===== src/rtl/jpeg_byte_stuffer_pkg.sv =====
// Shared types and constants for the JPEG entropy-coded byte stuffer.
// Holds the FSM state encoding, the stuffing/marker bytes and the final-word length clamp.
package jpeg_byte_stuffer_pkg;

  typedef enum logic [2:0] {
    ST_IDLE,
    ST_WAIT,
    ST_EMIT,
    ST_STUFF,
    ST_EOI_HI,
    ST_EOI_LO
  } state_e;

  localparam logic [7:0] STUFF_BYTE    = 8'h00;
  localparam logic [7:0] MARKER_PREFIX = 8'hFF;

  // A final word carries 1..4 valid bytes; 0 and out-of-range values mean a full word.
  function automatic logic [2:0] clamp_last_bytes(input logic [2:0] n);
    return ((n == 3'd0) || (n > 3'd4)) ? 3'd4 : n;
  endfunction

endpackage


===== src/rtl/jpeg_byte_stuffer_if.sv =====
// FIFO-drain, byte-stream and end-of-image signals of the byte stuffer.
// master = the stuffer itself; slave = FIFO / downstream / controller side.
interface jpeg_byte_stuffer_if;
  logic        fifo_empty;
  logic        read_req;
  logic [31:0] read_data;
  logic        rdata_valid;
  logic [7:0]  out_byte;
  logic        out_valid;
  logic        out_ready;
  logic        eoi_req;
  logic [2:0]  eoi_last_bytes;
  logic        eoi_done;
  logic        busy;

  modport master (
    input  fifo_empty, read_data, rdata_valid, out_ready, eoi_req, eoi_last_bytes,
    output read_req, out_byte, out_valid, eoi_done, busy
  );

  modport slave (
    output fifo_empty, read_data, rdata_valid, out_ready, eoi_req, eoi_last_bytes,
    input  read_req, out_byte, out_valid, eoi_done, busy
  );
endinterface


===== src/rtl/jpeg_byte_stuffer.sv =====
// Drains 32-bit words from the bitstream FIFO, emits them MSB byte first with 0x00
// stuffed after each 0xFF, and closes the image with the EOI marker after the trimmed last word.
module jpeg_byte_stuffer
  import jpeg_byte_stuffer_pkg::*;
#(
  parameter bit          BYTE_STUFF = 1'b1,
  parameter logic [15:0] EOI_MARKER = 16'hFFD9
) (
  input  logic               clk,
  input  logic               rst,
  jpeg_byte_stuffer_if.master bs
);

  state_e      state_q, state_d;
  logic [31:0] word_q, word_d;
  logic [2:0]  count_q, count_d;
  logic        eoi_pending_q, eoi_pending_d;
  logic [2:0]  last_bytes_q, last_bytes_d;
  logic [7:0]  out_byte_q, out_byte_d;
  logic        out_valid_q, out_valid_d;
  logic        eoi_done_q, eoi_done_d;
  logic        accept;
  logic        eoi_take;
  logic        word_is_last;

  assign accept   = out_valid_q && bs.out_ready;
  // A request arriving while one is pending or the marker is going out is dropped.
  assign eoi_take = bs.eoi_req && !eoi_pending_q &&
                    (state_q != ST_EOI_HI) && (state_q != ST_EOI_LO);

  // NOTE: every variable gets a default before the case so no path leaves one unassigned (no latches).
  always_comb begin
    state_d       = state_q;
    word_d        = word_q;
    count_d       = count_q;
    eoi_pending_d = eoi_pending_q | eoi_take;
    last_bytes_d  = eoi_take ? clamp_last_bytes(bs.eoi_last_bytes) : last_bytes_q;
    eoi_done_d    = 1'b0;
    bs.read_req   = 1'b0;
    word_is_last  = 1'b0;

    unique case (state_q)
      ST_IDLE: begin
        if (!bs.fifo_empty) begin
          bs.read_req = 1'b1;
          state_d     = ST_WAIT;
        end else if (eoi_pending_q) begin
          state_d = ST_EOI_HI;
        end
      end
      ST_WAIT: begin
        if (bs.rdata_valid) begin
          word_is_last = eoi_pending_d && bs.fifo_empty;
          word_d       = bs.read_data;
          count_d      = word_is_last ? last_bytes_d : 3'd4;
          state_d      = ST_EMIT;
        end
      end
      ST_EMIT: begin
        if (accept) begin
          if (BYTE_STUFF && (word_q[31:24] == MARKER_PREFIX)) begin
            state_d = ST_STUFF;
          end else begin
            word_d  = word_q << 8;
            count_d = count_q - 3'd1;
            state_d = (count_q == 3'd1) ? ST_IDLE : ST_EMIT;
          end
        end
      end
      ST_STUFF: begin
        if (accept) begin
          word_d  = word_q << 8;
          count_d = count_q - 3'd1;
          state_d = (count_q == 3'd1) ? ST_IDLE : ST_EMIT;
        end
      end
      ST_EOI_HI: begin
        if (accept) state_d = ST_EOI_LO;
      end
      ST_EOI_LO: begin
        if (accept) begin
          eoi_done_d    = 1'b1;
          eoi_pending_d = 1'b0;
          state_d       = ST_IDLE;
        end
      end
      default: state_d = ST_IDLE;
    endcase

    // The stream byte is registered from the next state so out_byte never sees an input path.
    out_valid_d = 1'b1;
    out_byte_d  = out_byte_q;
    unique case (state_d)
      ST_EMIT:   out_byte_d = word_d[31:24];
      ST_STUFF:  out_byte_d = STUFF_BYTE;
      ST_EOI_HI: out_byte_d = EOI_MARKER[15:8];
      ST_EOI_LO: out_byte_d = EOI_MARKER[7:0];
      default:   out_valid_d = 1'b0;
    endcase
  end

  // NOTE: state registers use non-blocking assignments so all flops update together at the edge.
  always_ff @(posedge clk) begin
    if (rst) begin
      state_q       <= ST_IDLE;
      word_q        <= '0;
      count_q       <= '0;
      eoi_pending_q <= 1'b0;
      last_bytes_q  <= '0;
      out_byte_q    <= 8'h00;
      out_valid_q   <= 1'b0;
      eoi_done_q    <= 1'b0;
    end else begin
      state_q       <= state_d;
      word_q        <= word_d;
      count_q       <= count_d;
      eoi_pending_q <= eoi_pending_d;
      last_bytes_q  <= last_bytes_d;
      out_byte_q    <= out_byte_d;
      out_valid_q   <= out_valid_d;
      eoi_done_q    <= eoi_done_d;
    end
  end

  assign bs.out_byte  = out_byte_q;
  assign bs.out_valid = out_valid_q;
  assign bs.eoi_done  = eoi_done_q;
  assign bs.busy      = (state_q != ST_IDLE) || eoi_pending_q;

endmodule


===== src/flat_wrapper.sv =====
// flat-port wrapper written by rule: the top's interface ports become plain ports
module jpeg_byte_stuffer_flat import jpeg_byte_stuffer_pkg::*;
#(
  parameter bit          BYTE_STUFF = 1'b1,
  parameter logic [15:0] EOI_MARKER = 16'hFFD9
)
  (clk, rst, bs_fifo_empty, bs_read_data, bs_rdata_valid, bs_out_ready, bs_eoi_req, bs_eoi_last_bytes, bs_read_req, bs_out_byte, bs_out_valid, bs_eoi_done, bs_busy);
  jpeg_byte_stuffer_if bs_i ();
  input  logic clk;
  input  logic rst;
  input wire logic [$bits(bs_i.fifo_empty)-1:0] bs_fifo_empty;
  input wire logic [$bits(bs_i.read_data)-1:0] bs_read_data;
  input wire logic [$bits(bs_i.rdata_valid)-1:0] bs_rdata_valid;
  input wire logic [$bits(bs_i.out_ready)-1:0] bs_out_ready;
  input wire logic [$bits(bs_i.eoi_req)-1:0] bs_eoi_req;
  input wire logic [$bits(bs_i.eoi_last_bytes)-1:0] bs_eoi_last_bytes;
  output wire logic [$bits(bs_i.read_req)-1:0] bs_read_req;
  output wire logic [$bits(bs_i.out_byte)-1:0] bs_out_byte;
  output wire logic [$bits(bs_i.out_valid)-1:0] bs_out_valid;
  output wire logic [$bits(bs_i.eoi_done)-1:0] bs_eoi_done;
  output wire logic [$bits(bs_i.busy)-1:0] bs_busy;
  assign bs_i.fifo_empty = bs_fifo_empty;
  assign bs_i.read_data = bs_read_data;
  assign bs_i.rdata_valid = bs_rdata_valid;
  assign bs_i.out_ready = bs_out_ready;
  assign bs_i.eoi_req = bs_eoi_req;
  assign bs_i.eoi_last_bytes = bs_eoi_last_bytes;
  assign bs_read_req = bs_i.read_req;
  assign bs_out_byte = bs_i.out_byte;
  assign bs_out_valid = bs_i.out_valid;
  assign bs_eoi_done = bs_i.eoi_done;
  assign bs_busy = bs_i.busy;
  jpeg_byte_stuffer #(.BYTE_STUFF(BYTE_STUFF), .EOI_MARKER(EOI_MARKER)) u_core (.clk(clk), .rst(rst), .bs(bs_i));
endmodule

===== config.mk =====
export PLATFORM = sky130hd
export DESIGN_NAME = jpeg_byte_stuffer_flat
export DESIGN_NICKNAME = d
export VERILOG_FILES = /design/src/rtl/jpeg_byte_stuffer_pkg.sv /design/src/rtl/jpeg_byte_stuffer_if.sv /design/src/rtl/jpeg_byte_stuffer.sv /design/src/flat_wrapper.sv
export SDC_FILE = /design/constraint.sdc
export NUM_CORES = 1
export LEC_CHECK = 0
export CAP_MARGIN = 20
export CELL_PAD_IN_SITES_DETAIL_PLACEMENT = 1
export CELL_PAD_IN_SITES_GLOBAL_PLACEMENT = 1
export CORE_ASPECT_RATIO = 1.5
export CORE_MARGIN = 2
export CORE_UTILIZATION = 37
export DETAILED_ROUTE_END_ITERATION = 7
export GPL_TIMING_DRIVEN = 0
export PLACE_DENSITY = 0.76
export SYNTH_ARGS = -nofsm -noshare
export SYNTH_HDL_FRONTEND = slang
export SYNTH_SLANG_ARGS = --single-unit

===== constraint.sdc =====
create_clock -name clk -period 2.7 [get_ports clk]
set_clock_uncertainty 0.2 [all_clocks]
set_input_delay 0.27 -clock clk [delete_from_list [all_inputs] [get_ports clk]]
set_output_delay 0.27 -clock clk [all_outputs]
set_load 0.02 [all_outputs]

Yosys cells after proc, flatten, opt, wreduce, memory -nomap -nowiden
Cells that the tools add are included.
Widths: inputs -> output; s select.
- word-level logic and storage cells: 76
- input port bits: 41
- bits in registers: 52
- add/subtract/negate cells: 1
- equality and inequality tests: 17
- reductions and logical operators: 16
- bitwise logic cells: 2
- $lt $le $gt $ge: 1
- multiplexer cells: 30
- operators with widths (operator ; count):
    $mux 32 ; 4
    $pmux 32 s3 ; 1
    $mux 3 ; 15
    $pmux 8 s4 ; 1
    $pmux 3 s6 ; 1
    $eq 3x2->1 const B ; 4
    $eq 3x3->1 const B ; 4
    $pmux 3 s3 ; 1
    $eq 8x8->1 const B ; 1
    $eq 3x1->1 const B ; 2
    $logic_not 3->1 ; 2
    $mux 1 ; 6
    $ne 3x3->1 const B ; 2
    $reduce_bool 3->1 ; 2
    $logic_and 1x1->1 ; 5
    $reduce_and 5->1 ; 1
    $ne 2x1->1 const B ; 2
    $ne 2x2->1 const B ; 2
    $reduce_bool 4->1 ; 1
    $reduce_or 4->1 ; 1
    $gt 3x3->1 const B ; 1
    $sub 3x1->3 const B ; 1
    $logic_or 1x1->1 ; 2
    $mux 2 ; 1
    4 further kinds ; 4

Logic depth before layout (Yosys ltp)
- depth after elaboration: 9
- gate-level depth with buffers: 8

Worst setup path before layout
Ideal clock, no wire load.
- path kind: flip-flop to flip-flop
- start point: register u_core.out_valid_q, in the netlist u_core.bs.out_valid
- end point: register u_core.out_byte_q[1], in the netlist u_core.bs.out_byte[1]
- path buffers: 1
- data required time: 2370 ps
- data arrival time: 1664 ps
- path slack: 706 ps
- period minus slack after synthesis: 1994 ps
- cell stages (with the launch flop): 7
- path through: dfxtp_1 -> nand2_1 -> clkbuf_1 -> a2bb2oi_1 -> nor2_1 -> a21o_1 -> o22ai_2
- longest elaborated chain between the ends: 5
- elaborated cells on any way between the ends: 15
- classes of those cells: eq/ne (4); mux (9); reduce/logical (2)
- ends and longest elaborated chain (item ; line ; source):
    start, declared ; jpeg_byte_stuffer.sv:20 ; logic out_valid_q, out_valid_d;
    start signal, assigned ; jpeg_byte_stuffer.sv:120 ; out_valid_q <= out_valid_d;
    $logic_and 1x1->1 * ; jpeg_byte_stuffer.sv:26 ; assign accept = out_valid_q && bs.out_ready;
    $mux 3 (on tied branches) ; -- ;
    $pmux 3 s6 ; jpeg_byte_stuffer.sv:42 ; unique case (state_q)
    $eq 3x3->1 or $eq 3x2->1 (tied branches) ; jpeg_byte_stuffer.sv:93 ; unique case (state_d)
    $pmux 8 s4 or $reduce_bool 4->1 (tied branches) ; -- ;
    end signal, assigned ; jpeg_byte_stuffer.sv:119 ; out_byte_q <= out_byte_d;
    end, declared ; jpeg_byte_stuffer.sv:19 ; logic [7:0] out_byte_q, out_byte_d;
Mark *: on every way between the ends. The rest lies on a longest branch, timed or not. The select of a mux whose other input is x is not followed.
A chain may end at the register's enable or synchronous reset.

Worst setup path after layout
- start point: input bs_out_ready
- end point: register u_core.out_byte_q[5], in the netlist u_core.bs.out_byte[5]
- longest elaborated chain between the ends: 5
- elaborated cells on any way between the ends: 15
- classes of those cells: eq/ne (4); mux (9); reduce/logical (2)
- ends and longest elaborated chain (item ; line ; source):
    start, declared ; flat_wrapper.sv:14 ; input wire logic [$bits(bs_i.out_ready)-1:0] bs_out_ready;
    $logic_and 1x1->1 * ; jpeg_byte_stuffer.sv:26 ;
    $mux 3 (on tied branches) ; -- ;
    $pmux 3 s6 ; jpeg_byte_stuffer.sv:42 ;
    $eq 3x3->1 or $eq 3x2->1 (tied branches) ; jpeg_byte_stuffer.sv:93 ;
    $pmux 8 s4 or $reduce_bool 4->1 (tied branches) ; -- ;
Marked as above.

==> impl_metrics.toml <==
[status]
outcome = "finished clean"

[setup_path]
r2r_start = "u_core.bs.out_valid"
cp.arrival_ns = 2.58
end_kind = "flip-flop"
worstReg2RegEnd = "u_core.bs.out_byte[5]"
crit_chain = "clkdlybuf4s50_1 > nand2_1 > clkbuf_1 > a2bb2oi_1 > nor2_1 > a21o_1 > o22ai_2"
r2r_cells = 6
startpoint_type = "input port"
crit_slowest_cell = "nor2_1"
slowest_delay_ns = 0.58
regToRegSetupSlack_ns = 0.21
crit_required_ns = 2.70
cp_max_fo = 10
critical_path_class = "input port to flip-flop"

[placed_design]
dpl-instance-area_mm2 = 0.002980
port_buffers = 51
gp_congestion = 0.8712
dp_hpwl_um = 5210

[floorplan]
die_y_um = 102.2
fp.dieW_um = 69.45
core_mm2 = 0.006175
die-area_mm2 = 0.007095
rows = 35
start_util_pct = 38.50
ioPinCount = 53

[drt]
wl_um = 6693
remaining_drc_errors = 0
vias = 2240
drtAntennaViolNets = 0
dr.pass1.iters = 4
wl_per_cell_um = 16.32
via_per_inst = 5.463
dr.first_iter.drc_count = 129

[sta]
setup_viol = 0
rsz0062_at_grt = "no"
slew_headroom_pct = 51.44
fin_crit_ns = 2.578
maxSlewViolCount = 0
fin_crit_sh_pct = 95.50
hold_viol = 0
clock.fmax_mhz = 387.8
tightest_slew_ns = 0.7257
timing.hold.ws_ns = 0.1835

[logic_synthesis]
synth_flop_cell = "dfxtp_1"
synth_edf_count = 0
synth_cell_types = 43
synthArstFlopShare_pct = 0
synth_largest_area_cell = "dfxtp_1"
synth_nets = 321
synth_area_per_cell_um2 = 8.582
ys_seq_area_share_pct = 43.79
synth_warnings = 0
ys_ff_latch = 52
synthesis.area_mm2 = 0.002377
synth_cells = 277
synth.area.top_cells = "dfxtp_1, a21oi_1, a22oi_1, nand2_1, nor2_1"
yosys.area.top_type_share_pct = 43.79

[global_routing]
grtUsageTotal_pct = 20.47
grt_pass1_vias = 2358
grt_pass1_wl_um = 11500
grt_max_degree = 18
antenna_found_initial = 0
overflow = 0

[clocking]
path_clk_slew_ns = 0.11
post_cts_resize_count = 0
cts_tree = "built"
cts_max_level = 2
cts_buffers = 5
post_cts_buffers = 0
cts-root-buf = "clkbuf_8"
cts_hold_buf = 0
cts_buffer_depth = 2
clock_latency_ns = 0.32
cts.sinks = 52

[hold_path]
hp-start = "rst"
worstHoldPathCells = 2
hp-class = "input port to flip-flop"
min_to = "u_core.last_bytes_q[2]"

[cells_and_area]
drive_above_1_share_pct = 9.226
n_antenna_cell = 0
layout.nets = 379
design_area_mm2 = 0.003072
area_growth_pct = 29.21
fin_util_pct = 49.75

[power_and_ir_drop]
power.leakage_nw = 1.118
max-vdd-ir-drop_mv = 0.3590
p_per_area_mw_per_mm2 = 661.0

[run]
max-cap-violations = 0
[cells by family after synthesis]
family,count (synthesis),synth area share [%]
AOI/OAI and AO/OA,92,27.05
and+or+nand+nor,95,18.95
buffers and inverters,26,4.843
muxes,9,3.790
adders and majority gates,3,1.579
DFF,52,43.79
[routing by layer]
layer  wire [um]  global-route usage, %  part of all wire, %
met1        2788                  23.50                   42
met2        3633                  38.61                   54
met3         203                  3.353                  3.0
met4          68                  6.637                  1.0
met5           0                      0                    0
[synthesized netlist by cell type (2+ instances only)]
| library cell | n |
|---|---|
| nor2b_1 | 3 |
| buf_2 | 8 |
| buf_1 | 2 |
| nand3_1 | 10 |
| o22ai_2 | 8 |
| o31ai_2 | 2 |
| a211oi_1 | 10 |
| ha_1 | 3 |
| inv_1 | 7 |
| o21ai_0 | 8 |
| or4_1 | 2 |
| nand2b_1 | 2 |
| a21o_1 | 2 |
| and4b_1 | 2 |
| nor2_1 | 28 |
| nand2_1 | 35 |
| clkbuf_1 | 8 |
| a21oi_1 | 35 |
| dfxtp_1 | 52 |
| a22oi_1 | 19 |
| mux2i_1 | 9 |
[through the flow]
step | total power, mW | cells | setup WS, ns | setup TNS, ns
after floorplan | 1.325 | 277 | 0.7062 | 0
after global placement | 1.564 | 402 | -0.1998 | -0.5957
after detailed placement | 1.589 | 402 | -0.2605 | -0.8976
after CTS | 2.058 | 410 | 0.08703 | 0
after global routing | 2.163 | 410 | 0.01171 | 0
final | 2.030 | 410 | 0.1216 | 0
[report_power, final]
part | switching, mW | total [mW] | internal (mW)
registers | 0.0594 | 0.918 | 0.858
logic | 0.357 | 0.649 | 0.292
clock network | 0.277 | 0.464 | 0.186
total | 0.694 | 2.03 | 1.34
[registers in the layout, summed over array words and instances, names as in the netlist]
signal                cells
u_core.eoi_pending_q      1
u_core.bs.out_byte        8
u_core.bs.out_valid       1
u_core.bs.eoi_done        1
u_core.state_q            3
u_core.word_q            32
u_core.count_q            3
u_core.last_bytes_q       3
[layout by cell type (no fill, tap or decap), types with 2 or more instances in the layout]
cell | synthesis | routed
dfxtp_1 | 52 | 52
clkdlybuf4s50_1 | 0 | 51
nand2_1 | 35 | 35
a21oi_1 | 35 | 35
nor2_1 | 28 | 28
a22oi_1 | 19 | 19
nand3_1 | 10 | 10
a211oi_1 | 10 | 10
mux2i_1 | 9 | 9
buf_2 | 8 | 8
clkbuf_1 | 8 | 8
o21ai_0 | 8 | 8
o22ai_2 | 8 | 8
inv_1 | 7 | 7
clkbuf_8 | 0 | 5
nor2b_1 | 3 | 3
ha_1 | 3 | 3
or4_1 | 2 | 2
buf_1 | 2 | 2
and4b_1 | 2 | 2
o31ai_2 | 2 | 2
nand2b_1 | 2 | 2
a21o_1 | 2 | 2
[worst max-delay path, delay by kind of cell]
kind            cells  cell delay, ns
simple gates        2            0.72
compound gates      3            0.59
buf+inv             2            1.01
[cell type report]
class / count / area [um^2]
clock buffers: 5 / 68.82
multi-input cells: 199 / 1221
repair buffers: 51 / 510.5
well taps: 74 / 92.59
clock inverters: 3 / 22.52
inverters: 7 / 26.28
plain buffers: 19 / 88.84
fillers: 754 / 3103
flip-flops and latches: 52 / 1041
[how the worst max path moves through the flow]
| stage | slack (ns) | startpoint | end | depth (start not counted) |
|---|---|---|---|---|
| CTS | 0.09 | bs_out_ready | u_core.bs.out_byte[5] | 7 |
| global route | 0.01 | bs_out_ready | u_core.bs.out_byte[5] | 7 |
| floorplan | 0.71 | u_core.bs.out_valid | u_core.bs.out_byte[1] | 6 |
| detailed placement | -0.26 | bs_out_ready | u_core.bs.out_byte[5] | 7 |
| global placement | -0.20 | bs_out_ready | u_core.bs.out_byte[2] | 7 |
| finish | 0.12 | bs_out_ready | u_core.bs.out_byte[5] | 7 |
No activity file was read; power rests on OpenSTA's default activity.
